**config.mk**
```make
export PLATFORM = sky130hd
export DESIGN_NAME = game_sequencer
export DESIGN_NICKNAME = d
export VERILOG_FILES = /design/src/rtl/game_sequencer.sv
export SDC_FILE = /design/constraint.sdc
export NUM_CORES = 1
export LEC_CHECK = 0
export ABC_AREA = 1
export BUFFER_PORTS_ARGS = -buffer_cell sky130_fd_sc_hd__buf_4
export CAP_MARGIN = 30
export CORE_MARGIN = 3
export CORE_UTILIZATION = 50
export CTS_CLUSTER_DIAMETER = 40
export DETAILED_ROUTE_END_ITERATION = 10
export GPL_ROUTABILITY_DRIVEN = 0
export PLACE_DENSITY_LB_ADDON = 0.08
export SLEW_MARGIN = 20
export SYNTH_ARGS = -nofsm -noshare
export SYNTH_HDL_FRONTEND = slang
export SYNTH_SLANG_ARGS = --single-unit
```
**constraint.sdc**
```tcl
create_clock -name board_clk -period 2.1 [get_ports board_clk]
set_input_delay 0.105 -clock board_clk [delete_from_list [all_inputs] [get_ports board_clk]]
set_output_delay 0.105 -clock board_clk [all_outputs]
set_load 0.05 [all_outputs]
```
**src/rtl/game_sequencer.sv**
```systemverilog
// Space Invaders game controller: single-clock game_tick enable, IDLE/PLAY/WIN/LOSE
// sequencing, fire-request arbitration and one-cycle sound-effect triggers.
module game_sequencer #(
    parameter int unsigned TICK_DIV       = 4194304,
    parameter int unsigned END_HOLD_TICKS = 128,
    parameter int unsigned CNT_W          = 22
) (
    input  logic       board_clk,
    input  logic       reset,
    input  logic       start,
    input  logic       fire_btn,
    input  logic       aliens_defeated,
    input  logic       reached_bottom,
    input  logic       bullet_onscreen,
    output logic       game_tick,
    output logic       world_reset,
    output logic       fire_req,
    output logic       sfx_shot,
    output logic       sfx_end,
    output logic [1:0] state
);

    localparam int unsigned HOLD_W = $clog2(END_HOLD_TICKS + 1);
    localparam logic [CNT_W-1:0]  CNT_MAX  = CNT_W'(TICK_DIV - 1);
    localparam logic [HOLD_W-1:0] HOLD_MAX = HOLD_W'(END_HOLD_TICKS);

    typedef enum logic [1:0] {
        S_IDLE = 2'b00,
        S_PLAY = 2'b01,
        S_WIN  = 2'b10,
        S_LOSE = 2'b11
    } state_t;

    state_t cur_state;
    state_t nxt_state;

    logic start_s1, start_s2, start_q;
    logic fire_s1, fire_s2, fire_q;
    logic start_rise, fire_rise;

    logic [CNT_W-1:0]  tick_cnt;
    logic [HOLD_W-1:0] hold_cnt;
    logic              tc;
    logic              state_change;
    logic              stay_play;
    logic              tick_d;
    logic              fire_pending;
    logic              pending_d;

    assign state    = cur_state;
    assign fire_req = fire_pending;

    // Two-flop synchronizers plus one history flop for edge detection
    always_ff @(posedge board_clk) begin
        if (reset) begin
            start_s1 <= 1'b0;
            start_s2 <= 1'b0;
            start_q  <= 1'b0;
            fire_s1  <= 1'b0;
            fire_s2  <= 1'b0;
            fire_q   <= 1'b0;
        end else begin
            start_s1 <= start;
            start_s2 <= start_s1;
            start_q  <= start_s2;
            fire_s1  <= fire_btn;
            fire_s2  <= fire_s1;
            fire_q   <= fire_s2;
        end
    end

    assign start_rise = start_s2 & ~start_q;
    assign fire_rise  = fire_s2 & ~fire_q;

    assign tc = (cur_state != S_IDLE) && (tick_cnt == CNT_MAX);

    always_comb begin
        nxt_state = cur_state;
        case (cur_state)
            S_IDLE: begin
                if (start_rise) nxt_state = S_PLAY;
            end
            S_PLAY: begin
                if (!start_s2)            nxt_state = S_IDLE;
                else if (reached_bottom)  nxt_state = S_LOSE;
                else if (aliens_defeated) nxt_state = S_WIN;
            end
            S_WIN, S_LOSE: begin
                if ((hold_cnt == HOLD_MAX) && !start_s2) nxt_state = S_IDLE;
            end
            default: nxt_state = S_IDLE;
        endcase
    end

    assign state_change = (nxt_state != cur_state);
    assign stay_play    = (cur_state == S_PLAY) && (nxt_state == S_PLAY);
    // A tick on the cycle PLAY is left would leak into WIN/LOSE, so it is suppressed
    assign tick_d       = tc && stay_play;

    always_comb begin
        pending_d = fire_pending;
        if (!stay_play)
            pending_d = 1'b0;
        else if (fire_pending && game_tick)
            pending_d = 1'b0;
        else if (!fire_pending && fire_rise && !bullet_onscreen)
            pending_d = 1'b1;
    end

    always_ff @(posedge board_clk) begin
        if (reset) begin
            cur_state <= S_IDLE;
        end else begin
            cur_state <= nxt_state;
        end
    end

    always_ff @(posedge board_clk) begin
        if (reset || state_change || (cur_state == S_IDLE) || tc)
            tick_cnt <= '0;
        else
            tick_cnt <= tick_cnt + 1'b1;
    end

    always_ff @(posedge board_clk) begin
        if (reset || state_change)
            hold_cnt <= '0;
        else if (tc && (hold_cnt != HOLD_MAX))
            hold_cnt <= hold_cnt + 1'b1;
    end

    always_ff @(posedge board_clk) begin
        if (reset) begin
            game_tick    <= 1'b0;
            world_reset  <= 1'b1;
            fire_pending <= 1'b0;
            sfx_shot     <= 1'b0;
            sfx_end      <= 1'b0;
        end else begin
            game_tick    <= tick_d;
            world_reset  <= (cur_state == S_IDLE);
            fire_pending <= pending_d;
            sfx_shot     <= tick_d && pending_d;
            sfx_end      <= state_change && ((nxt_state == S_WIN) || (nxt_state == S_LOSE));
        end
    end

endmodule

```
---- Yosys cells after proc, flatten, opt, wreduce, memory -nomap -nowiden ----
Index checks and enable logic that the tools add are counted.
storage, ports and cells
  flip-flop bits (word level) ............. 43
  input bits .............................. 7
cells by class
  add/sub/neg operators ................... 2
  equal/unequal tests ..................... 10
  mux-type cells .......................... 9
  bitwise logic cells ..................... 4
  reduce and logical (&&, ||, !) cells .... 20
operator list
  cell                                            number
  adder 22 x 1 -> 22 bit (second input constant)  1
  == test 22 bit (second input constant)          1
  logical AND 1 bit                               10
  two-way mux 2 bit                               5
  adder 8 x 1 -> 8 bit (second input constant)    1
  == test 2 bit (second input constant)           4
  == test 8 bit (second input constant)           1
  != test 8 bit (second input constant)           1
  case mux 2 bit (3 select lines)                 1
  == test 2 x 1 -> 1 bit (second input constant)  2
  logical OR 1 bit                                4
  zero test 1 bit                                 3
  two-way mux 1 bit                               3
  bitwise AND 1 bit                               2
  zero test 2 bit                                 1
  != test 2 bit                                   1
  NOT 1 bit                                       2
  nonzero test 2 bit                              1
  OR reduction 2 bit                              1

---- Depth between registers and ports, before layout ----
Gate-level depths: netlist of run 1.
  word-level depth ........................ 8
  depth in mapped cells ................... 12
  mapped depth without buffers ............ 11

---- Worst setup path before layout of run 1 ----
Ideal clock, no wire load.
  path kind ............................... register to register
  start ................................... reg cur_state[0], in the netlist state[0]
  end ..................................... reg tick_cnt[12]
  library setup time ...................... 116 ps
  arrival time ............................ 1548 ps
  setup slack ............................. 436 ps
  cell stages (with the launch flop) ...... 11
  clock period less this slack ............ 1664 ps
  path through ............................ dfxtp_1 nand2_1 nor2_1 o21ai_1 nand2_1 inv_1 nand2_1 inv_2 nand3_4 buf_6 nor2_1
between the ends
  word-level cells in the longest chain between the ends .. 8
  elaborated cells on any way between the ends .. 17
  those cells by class .................... eq/ne (4); mux (6); reduce/logical (7)
RTL lines
  item                             line  RTL
  from (decl)                      34    state_t cur_state;
  from (signal assigned)           114   cur_state <= nxt_state;
  two-way mux 2 bit                86    else if (aliens_defeated) nxt_state = S_WIN;
  two-way mux 2 bit                85    else if (reached_bottom) nxt_state = S_LOSE;
  two-way mux 2 bit                84    if (!start_s2) nxt_state = S_IDLE;
  case mux 2 bit (3 select lines)  79    case (cur_state)
  != test 2 bit                    95    assign state_change = (nxt_state != cur_state);
  logical OR 1 bit (2 in a row)    119   if (reset || state_change || (cur_state == S_IDLE) || tc)
  logical OR 1 bit *               119
  to (signal assigned)             122   tick_cnt <= tick_cnt + 1'b1;
  to (decl)                        41    logic [CNT_W-1:0] tick_cnt;
Mark *: on every way between the ends. The rest lies on a longest branch, timed or not.
A chain may end at the register's enable or synchronous reset.

---- Final worst setup path of run 1 ----
  start ................................... reg tick_cnt[0]
  end ..................................... reg tick_cnt[12]
between the ends
  word-level cells in the longest chain between the ends .. 3
  elaborated cells on any way between the ends .. 4
  those cells by class .................... add/sub (1); eq/ne (1); reduce/logical (2)
RTL lines
  item
  branches (longest 3 deep; another with adder 22 x 1 -> 22 bit)
Several ways; the timed one is not identified.

==> results of run 1 <==
==> cell type report <==
class	instances	area [µm²]	area share, %
inverter	50	188	7.96
tap	50	62.6	2.65
clock buffer	6	82.6	3.50
sequential	43	861	36.5
clock inverter	2	16.3	0.690
timing repair buffer	14	108	4.56
multi-input combinational	197	1040	44.1
==> metrics by stage <==
stage / setup slack [ns] / power (µW) / area (µm²) / hold slack [ns] / cells
finish: 0.364 / 1440 / 2360 / 0.0103 / 362
global route: 0.117 / 1510 / 2360 / 0.0299 / 362
CTS: 0.331 / 1470 / 2360 / 0.00169 / 362
detailed placement: 0.355 / 910 / 2250 / 0.315 / 353
global placement: 0.395 / 909 / 2250 / 0.305 / 353
floorplan: 0.436 / 893 / 2140 / 0.191 / 294
==> tightest hold or removal path, delay by kind of cell <==
family | cells | cell delay (ns)
buffers and inverters | 2 | 0.11
AND/OR/NAND/NOR | 1 | 0.07
==> layer usage <==
layer | vias to the layer above | share of wire (%)
met5 | - | 0
met4 | 0 | 2.2
met3 | 7 | 2.7
met2 | 13 | 47
met1 | 710 | 48
li1 | 912 | -
==> synth_stat cells (3+ instances only) <==
library cell	count	share of area [%]
ha_1	3	1.8
nor2_2	15	4.4
nand4_1	5	1.5
dfxtp_1	43	40
nor3_1	5	1.2
xnor2_1	10	4.1
inv_1	48	8.4
xor2_1	14	5.7
nand3_1	17	4.0
nor2_1	65	11
nand2_1	48	8.4
==> where the power goes <==
| group | switching (µW) | internal, µW |
|---|---|---|
| Clock | 284 | 268 |
| Combinational | 42.8 | 21.4 |
| Sequential | 4.45 | 822 |
| Total | 332 | 1110 |
==> repair_timing <==
action / 4_1_cts / 5_1_grt
hold buffers: 1 / 0
gates resized for setup: 0 / 0
hold endpoints to repair: 1 / 0
endpoints found under the setup margin: 0 / 0
==> sequential cells by signal (all words and copies together), names as in the netlist <==
register,flops
tick_cnt,22
world_reset,1
sfx_end,1
fire_req,1
start_s1,1
fire_q,1
start_s2,1
game_tick,1
hold_cnt,8
state,2
start_q,1
sfx_shot,1
fire_s2,1
fire_s1,1
==> cell families (layout without fill, tap and decap cells) <==
group,Yosys count,count (layout),share of synthesized area [%]
buf+inv,54,72,11.0
simple gates,164,164,35.4
fa+ha+maj,3,3,1.76
xor+xnor,24,24,9.84
flops,43,43,40.3
compound gates,6,6,1.70
==> final timing paths <==
check	startpoint	endpoint	cells past startpoint
max	tick_cnt[0]$_SDFF_PP0_	tick_cnt[12]$_SDFF_PP0_	8
min	fire_btn	fire_s1$_SDFF_PP0_	3
max reg2reg	tick_cnt[0]$_SDFF_PP0_	tick_cnt[12]$_SDFF_PP0_	8
min reg2reg	start_s1$_SDFF_PP0_	start_s2$_SDFF_PP0_	2
==> PnR_summary.wiki, run 1 <==
{| class="wikitable"
! Metric !! Value
|-
| Routed length per instance || 9.69 µm
|-
| Global Route Usage Sum || 15.9%
|-
| Clk_lat worst skew || 0.29 ns
|-
| Clock Tree Root || clkbuf_8
|-
| Post-synthesis register bit count || 43
|-
| Reported max-cap violation count || 0
|-
| Pwr per Cell Area || 612 mW/mm²
|-
| Vias per cell || 4.54
|-
| CP peak stage delay || 0.36 ns
|-
| Final-report setup violation count || 0
|-
| Count of input and output buffers || 13
|-
| Maximum root-to-sink buffer count || 2
|-
| Standard-cell row count || 23
|-
| Synth Net Count || 304
|-
| Total core area || 0.00406 mm²
|-
| Met3 GRT Util || 4.21%
|-
| Layout Skew || 0.00561 ns
|-
| Initial Utilization || 52.6%
|-
| Utilization after layout || 58.1%
|-
| Relative slew slack || 76.8%
|-
| Yosys Warn Count || 0
|-
| Unrepaired setup endpoints after global routing || no
|-
| Diodes inserted || 0
|-
| Final hold violation count || 0
|-
| Clock-pin slew on the worst setup and hold paths || 0.08 ns
|-
| Largest net degree at the start of global routing || 23
|-
| Kind of cell with the highest combined delay on the critical path || simple AND/OR/NAND/NOR gates
|-
| Setup slack, reg-to-reg || 0.36 ns
|-
| Number of clock sinks || 43
|-
| Status || finished clean
|-
| Die width || 71.4 µm
|-
| Setup fix buffers added after clock tree synthesis || 0
|-
| Leakage component of the power || 0.000863 µW
|-
| I/O pin cnt || 14
|-
| Number of buffers added by the clock tree synthesis step || 5
|-
| Worst path buffer plus inverter count || 0
|-
| Min-Delay Path Class || in2reg
|-
| DRT Wirelength || 3510 µm
|-
| Aggregate global routing overflow || 0
|-
| Layout Area Growth over Synthesis || 10.4%
|-
| Post-synth top flop || dfxtp_1
|-
| Maximum clock frequency || 0.576 GHz
|-
| Count of unresolved DRC violations after routing || 0
|-
| Crit path launch type || flip-flop
|-
| Dpl hpwl || 2600 µm
|-
| Number of enable flip-flop cells after synthesis || 0
|-
| Top library cells by usage in the layout, fill and taps aside || nor2_1 (65), inv_1 (48), nand2_1 (48), dfxtp_1 (43), nand3_1 (17)
|-
| Global routing usage on met1 || 18.9%
|-
| Routing usage on met2 || 26.3%
|-
| Fraction of synthesis flops using an asynchronous set or reset pin || 0%
|-
| Min Tclk post-route || 1.74 ns
|-
| Least-Margin Pin Slew || 0.347 ns
|-
| Detailed-route via count || 1,642
|-
| H-Tree Level Count || 2
|-
| Count of mapped cells out of synthesis || 294
|-
| Via count of the first global-routing pass || 1,565
|-
| Commonest non-fill, non-tap cell in the layout || nor2_1
|-
| Slowest CP cell || dfxtp_1
|-
| Count of different cell masters after synthesis || 27
|-
| Number of inserted filler cells in the final layout || 374
|-
| Synthesized area per cell || 7.26 µm²
|-
| TNS Setup || 0 ns
|-
| First DRT Iteration DRCs || 69
|-
| Most repeated library cell on the critical path || nor2_2
|-
| Most used routing layer in global routing || met2
|-
| Final worst-path cycle share || 82.7%
|-
| Antenna violations before repair || 0
|-
| Required time of the critical path || 2.28 ns
|-
| Router iterations before antenna repair || 4
|-
| Synthesized area || 0.00214 mm²
|-
| Max-slew violation total from the final report || 0
|-
| Chain of cells forming the critical path || ha_1 > nand2_2 > nor2_2 > nand4_1 > nor2_2 > a21oi_2 > nand3_4 > nor2_1
|-
| Overall die area || 0.00509 mm²
|-
| Antenna Nets Post-Route || 0
|-
| TritonCTS clock tree || done
|-
| Final nets || 321
|-
| Endpoint kind of the worst setup timing path || flip-flop
|-
| Wire length of the first global-routing pass || 6490 µm
|-
| Critical Path AT || 1.91 ns
|-
| Chip height || 71.4 µm
|-
| Fraction of layout cells with a size suffix above 1 || 14.7%
|-
| Max IR drop VDD || 0.506 mV
|-
| Sequential-to-total area share from yosys stat || 40.3%
|-
| Highest net fanout along the worst path || 22
|-
| Worst Setup Path Type || reg2reg
|}
Note: power is estimated with default switching activity, not from simulation.
==> run 2: changes to the inputs <==
==> constraint.sdc (replaced) <==
create_clock -name board_clk -period 1.45 [get_ports board_clk]
set_input_delay 0.0725 -clock board_clk [delete_from_list [all_inputs] [get_ports board_clk]]
set_output_delay 0.0725 -clock board_clk [all_outputs]
set_load 0.05 [all_outputs]
==> PnR_summary.wiki, run 2 (synthesis gave the netlist of run 1 again) <==
{| class="wikitable"
! Metric !! Value
|-
| Status || finished, violations left
|-
| Violations in the final reports || negative setup slack
|-
| Highest routed metal layer || met4
|-
| Required time of the critical path || 1.64 ns (-0.64 ns)
|-
| Count of input and output buffers || 13 (unchanged)
|-
| Clock Tree Root || clkbuf_8
|-
| Final nets || 367 (+14%)
|-
| TritonCTS clock tree || done
|-
| Unrepaired setup endpoints after global routing || yes
|-
| Die width || 71.4 µm (unchanged)
|-
| Min Tclk post-route || 1.53 ns (-0.208 ns)
|-
| Maximum root-to-sink buffer count || 2 (unchanged)
|-
| Via count of the first global-routing pass || 1,836 (+17%)
|-
| Worst Hold Endpoint || state[0]$_SDFF_PP0_
|-
| Clock-pin slew on the worst setup and hold paths || 0.08 ns (about the same)
|-
| TNS Setup || -1.09 ns (-1.09 ns)
|-
| Final worst slack || -0.0784 ns (-0.442 ns)
|-
| FF-to-FF path depth || 8 (unchanged)
|-
| Crit path launch type || flip-flop
|-
| Count of unresolved DRC violations after routing || 0 (unchanged)
|-
| Layout Skew || 0.0132 ns (+0.00760 ns)
|-
| Total length of routed met2 wires || 2440 µm (+49%)
|-
| Fraction of layout cells with a size suffix above 1 || 37.4% (+23 points)
|-
| Pwr per Cell Area || 734 mW/mm² (+20%)
|-
| I/O pin cnt || 14 (unchanged)
|-
| Overall die area || 0.00509 mm² (unchanged)
|-
| H-Tree Level Count || 2 (unchanged)
|-
| Chip height || 71.4 µm (unchanged)
|-
| Max IR drop VDD || 0.469 mV (-7.3%)
|-
| DRT Wirelength || 4600 µm (+31%)
|-
| Max-slew violation total from the final report || 0 (unchanged)
|-
| Aggregate global routing overflow || 0 (unchanged)
|-
| Capture instance of the worst register-to-register path || hold_cnt[0]$_SDFFE_PP0P_
|-
| Number of clock sinks || 43 (unchanged)
|-
| Reported max-cap violation count || 0 (unchanged)
|-
| Total core area || 0.00406 mm² (unchanged)
|-
| Power consumption || 2200 µW (+52%)
|-
| Final hold violation count || 0 (unchanged)
|-
| Relative slew slack || 78.1% (+1.4 points)
|-
| Least-Margin Pin Slew || 0.327 ns (-0.0203 ns)
|-
| Commonest non-fill, non-tap cell in the layout || buf_4
|-
| Leakage component of the power || 0.00115 µW (+33%)
|-
| Dpl hpwl || 3030 µm (+17%)
|-
| Layout Area Growth over Synthesis || 40.1%
|-
| Endpoint kind of the worst setup timing path || flip-flop
|-
| Standard-cell row count || 23 (unchanged)
|-
| Vias per cell || 4.70 (+3.7%)
|-
| Worst Setup Path Type || reg2reg
|-
| First DRT Iteration DRCs || 87 (+26%)
|-
| Largest net degree at the start of global routing || 14 (-39%)
|-
| Setup slack, reg-to-reg || -0.08 ns (-0.44 ns)
|-
| Final worst-path cycle share || 105% (+23 points)
|-
| Critical hold path startpoint || reset
|-
| Antenna Nets Post-Route || 0 (unchanged)
|-
| Clk_lat worst skew || 0.30 ns (about the same)
|-
| Number of flip-flops in the largest register || 22 (unchanged)
|-
| Antenna violations before repair || 0 (unchanged)
|-
| Met1 Wirelength || 1990 µm (+17%)
|-
| Number of inserted filler cells in the final layout || 325 (-13%)
|-
| Pre-CTS WS || -0.0532 ns (-0.409 ns)
|-
| Reg-to-Reg Start || tick_cnt[0]$_SDFF_PP0_
|-
| Number of buffers added by the clock tree synthesis step || 5 (unchanged)
|-
| Routed length per instance || 11.3 µm (+16%)
|-
| Wire length of the first global-routing pass || 7690 µm (+19%)
|-
| Top library cells by usage in the layout, fill and taps aside || buf_4 (53), nor2_1 (50), inv_1 (43), nand2_1 (42), dfxtp_1 (35)
|-
| Worst Hold Depth || 2 (-1)
|-
| Maximum clock frequency || 0.654 GHz (+14%)
|-
| Register containing the most flip-flops in the final layout || tick_cnt
|-
| Total met3 wirelength after detailed routing || 111 µm (+16%)
|-
| Final-report setup violation count || 30 (+30)
|-
| Critical Path AT || 1.71 ns (-0.20 ns)
|-
| Detailed-route via count || 1,919 (+17%)
|-
| Initial Utilization || 52.6% (unchanged)
|-
| Global Route Usage Sum || 19.0% (+3.1 points)
|-
| Min-Delay Path Class || in2reg
|-
| Router iterations before antenna repair || 4 (unchanged)
|-
| Diodes inserted || 0 (unchanged)
|-
| Highest net fanout along the worst path || 8 (-64%)
|}
run 2: changes by cell type in the layout (fill, tap and decap cells not counted), moves of 3 or more:
cell and delta:
nor2_1 -15, nand3_1 -3, nor2_2 +3, inv_1 -5, inv_2 +5, buf_4 +40, dfxtp_1 -8, dfxtp_2 +7
nand2_2 +5, nor2_4 +12, nand2_1 -6
run 2: power by group:
part	switching, µW	internal [µW]	leakage [µW]
combinational	85.1	61.4	0.000742
sequential	7.91	1190	0.000352
clock	417	435	0.0000548
run 2: timing repair:
item	in CTS	in global routing
hold buffers	2	0
gates cloned	2	1
endpoints found under the hold margin	2	0
pin swaps	4	15
endpoints found under the setup margin	30	32
resized for setup	7	47
buffers inserted	2	1
run 2: worst max-delay path, cell delays in order, from the launching register on:
cell	delay [ns]
dfxtp_2	0.36
ha_4	0.15
nand2_4	0.06
nor2_4	0.09
nand2_2	0.08
nor2_4	0.19
nand4_4	0.19
xor2_1	0.22
nor2_1	0.06
run 2: final cells by class:
| type | instances | area (µm²) | area share (%) |
|---|---|---|---|
| clock buffers | 7 | 96.3 | 3.22 |
| clock inverters | 1 | 6.26 | 0.209 |
| inverters | 50 | 188 | 6.27 |
| multi-input cells | 198 | 1260 | 42.0 |
| flip-flops and latches | 43 | 873 | 29.2 |
| well taps | 50 | 62.6 | 2.09 |
| repair buffers | 59 | 510 | 17.1 |
run 2: how the worst max path moves through the flow:
stage                               end                startpoint  slack, ns  depth (start not counted)
2_1_floorplan  hold_cnt[6]$_SDFFE_PP0P_    tick_cnt[1]$_SDFF_PP0_       0.01                         11
3_3_place_gp    tick_cnt[12]$_SDFF_PP0_  hold_cnt[0]$_SDFFE_PP0P_      -0.05                         12
3_5_place_dp    tick_cnt[12]$_SDFF_PP0_  hold_cnt[0]$_SDFFE_PP0P_      -0.05                         12
4_1_cts         tick_cnt[14]$_SDFF_PP0_  hold_cnt[1]$_SDFFE_PP0P_      -0.05                         12
5_1_grt        hold_cnt[6]$_SDFFE_PP0P_    tick_cnt[0]$_SDFF_PP0_      -0.21                         10
6_report       hold_cnt[0]$_SDFFE_PP0P_    tick_cnt[0]$_SDFF_PP0_      -0.08                          8
run 2: metal layers:
metal	vias up	GRT usage, %
met1	883	21.8
met5	-	0
met4	0	5.64
met2	19	33.6
li1	1012	-
met3	5	6.03
run 2: metrics by stage:
step	cell area (µm²)	cells	hold slack (ns)	util, %
floorplan	2170	294	0.158	-
global placement	2600	392	0.273	64.0
detailed placement	2600	392	0.286	64.0
CTS	2800	406	0.0232	69.0
global route	2990	408	0.0298	73.8
finish	2990	408	0.0340	73.8
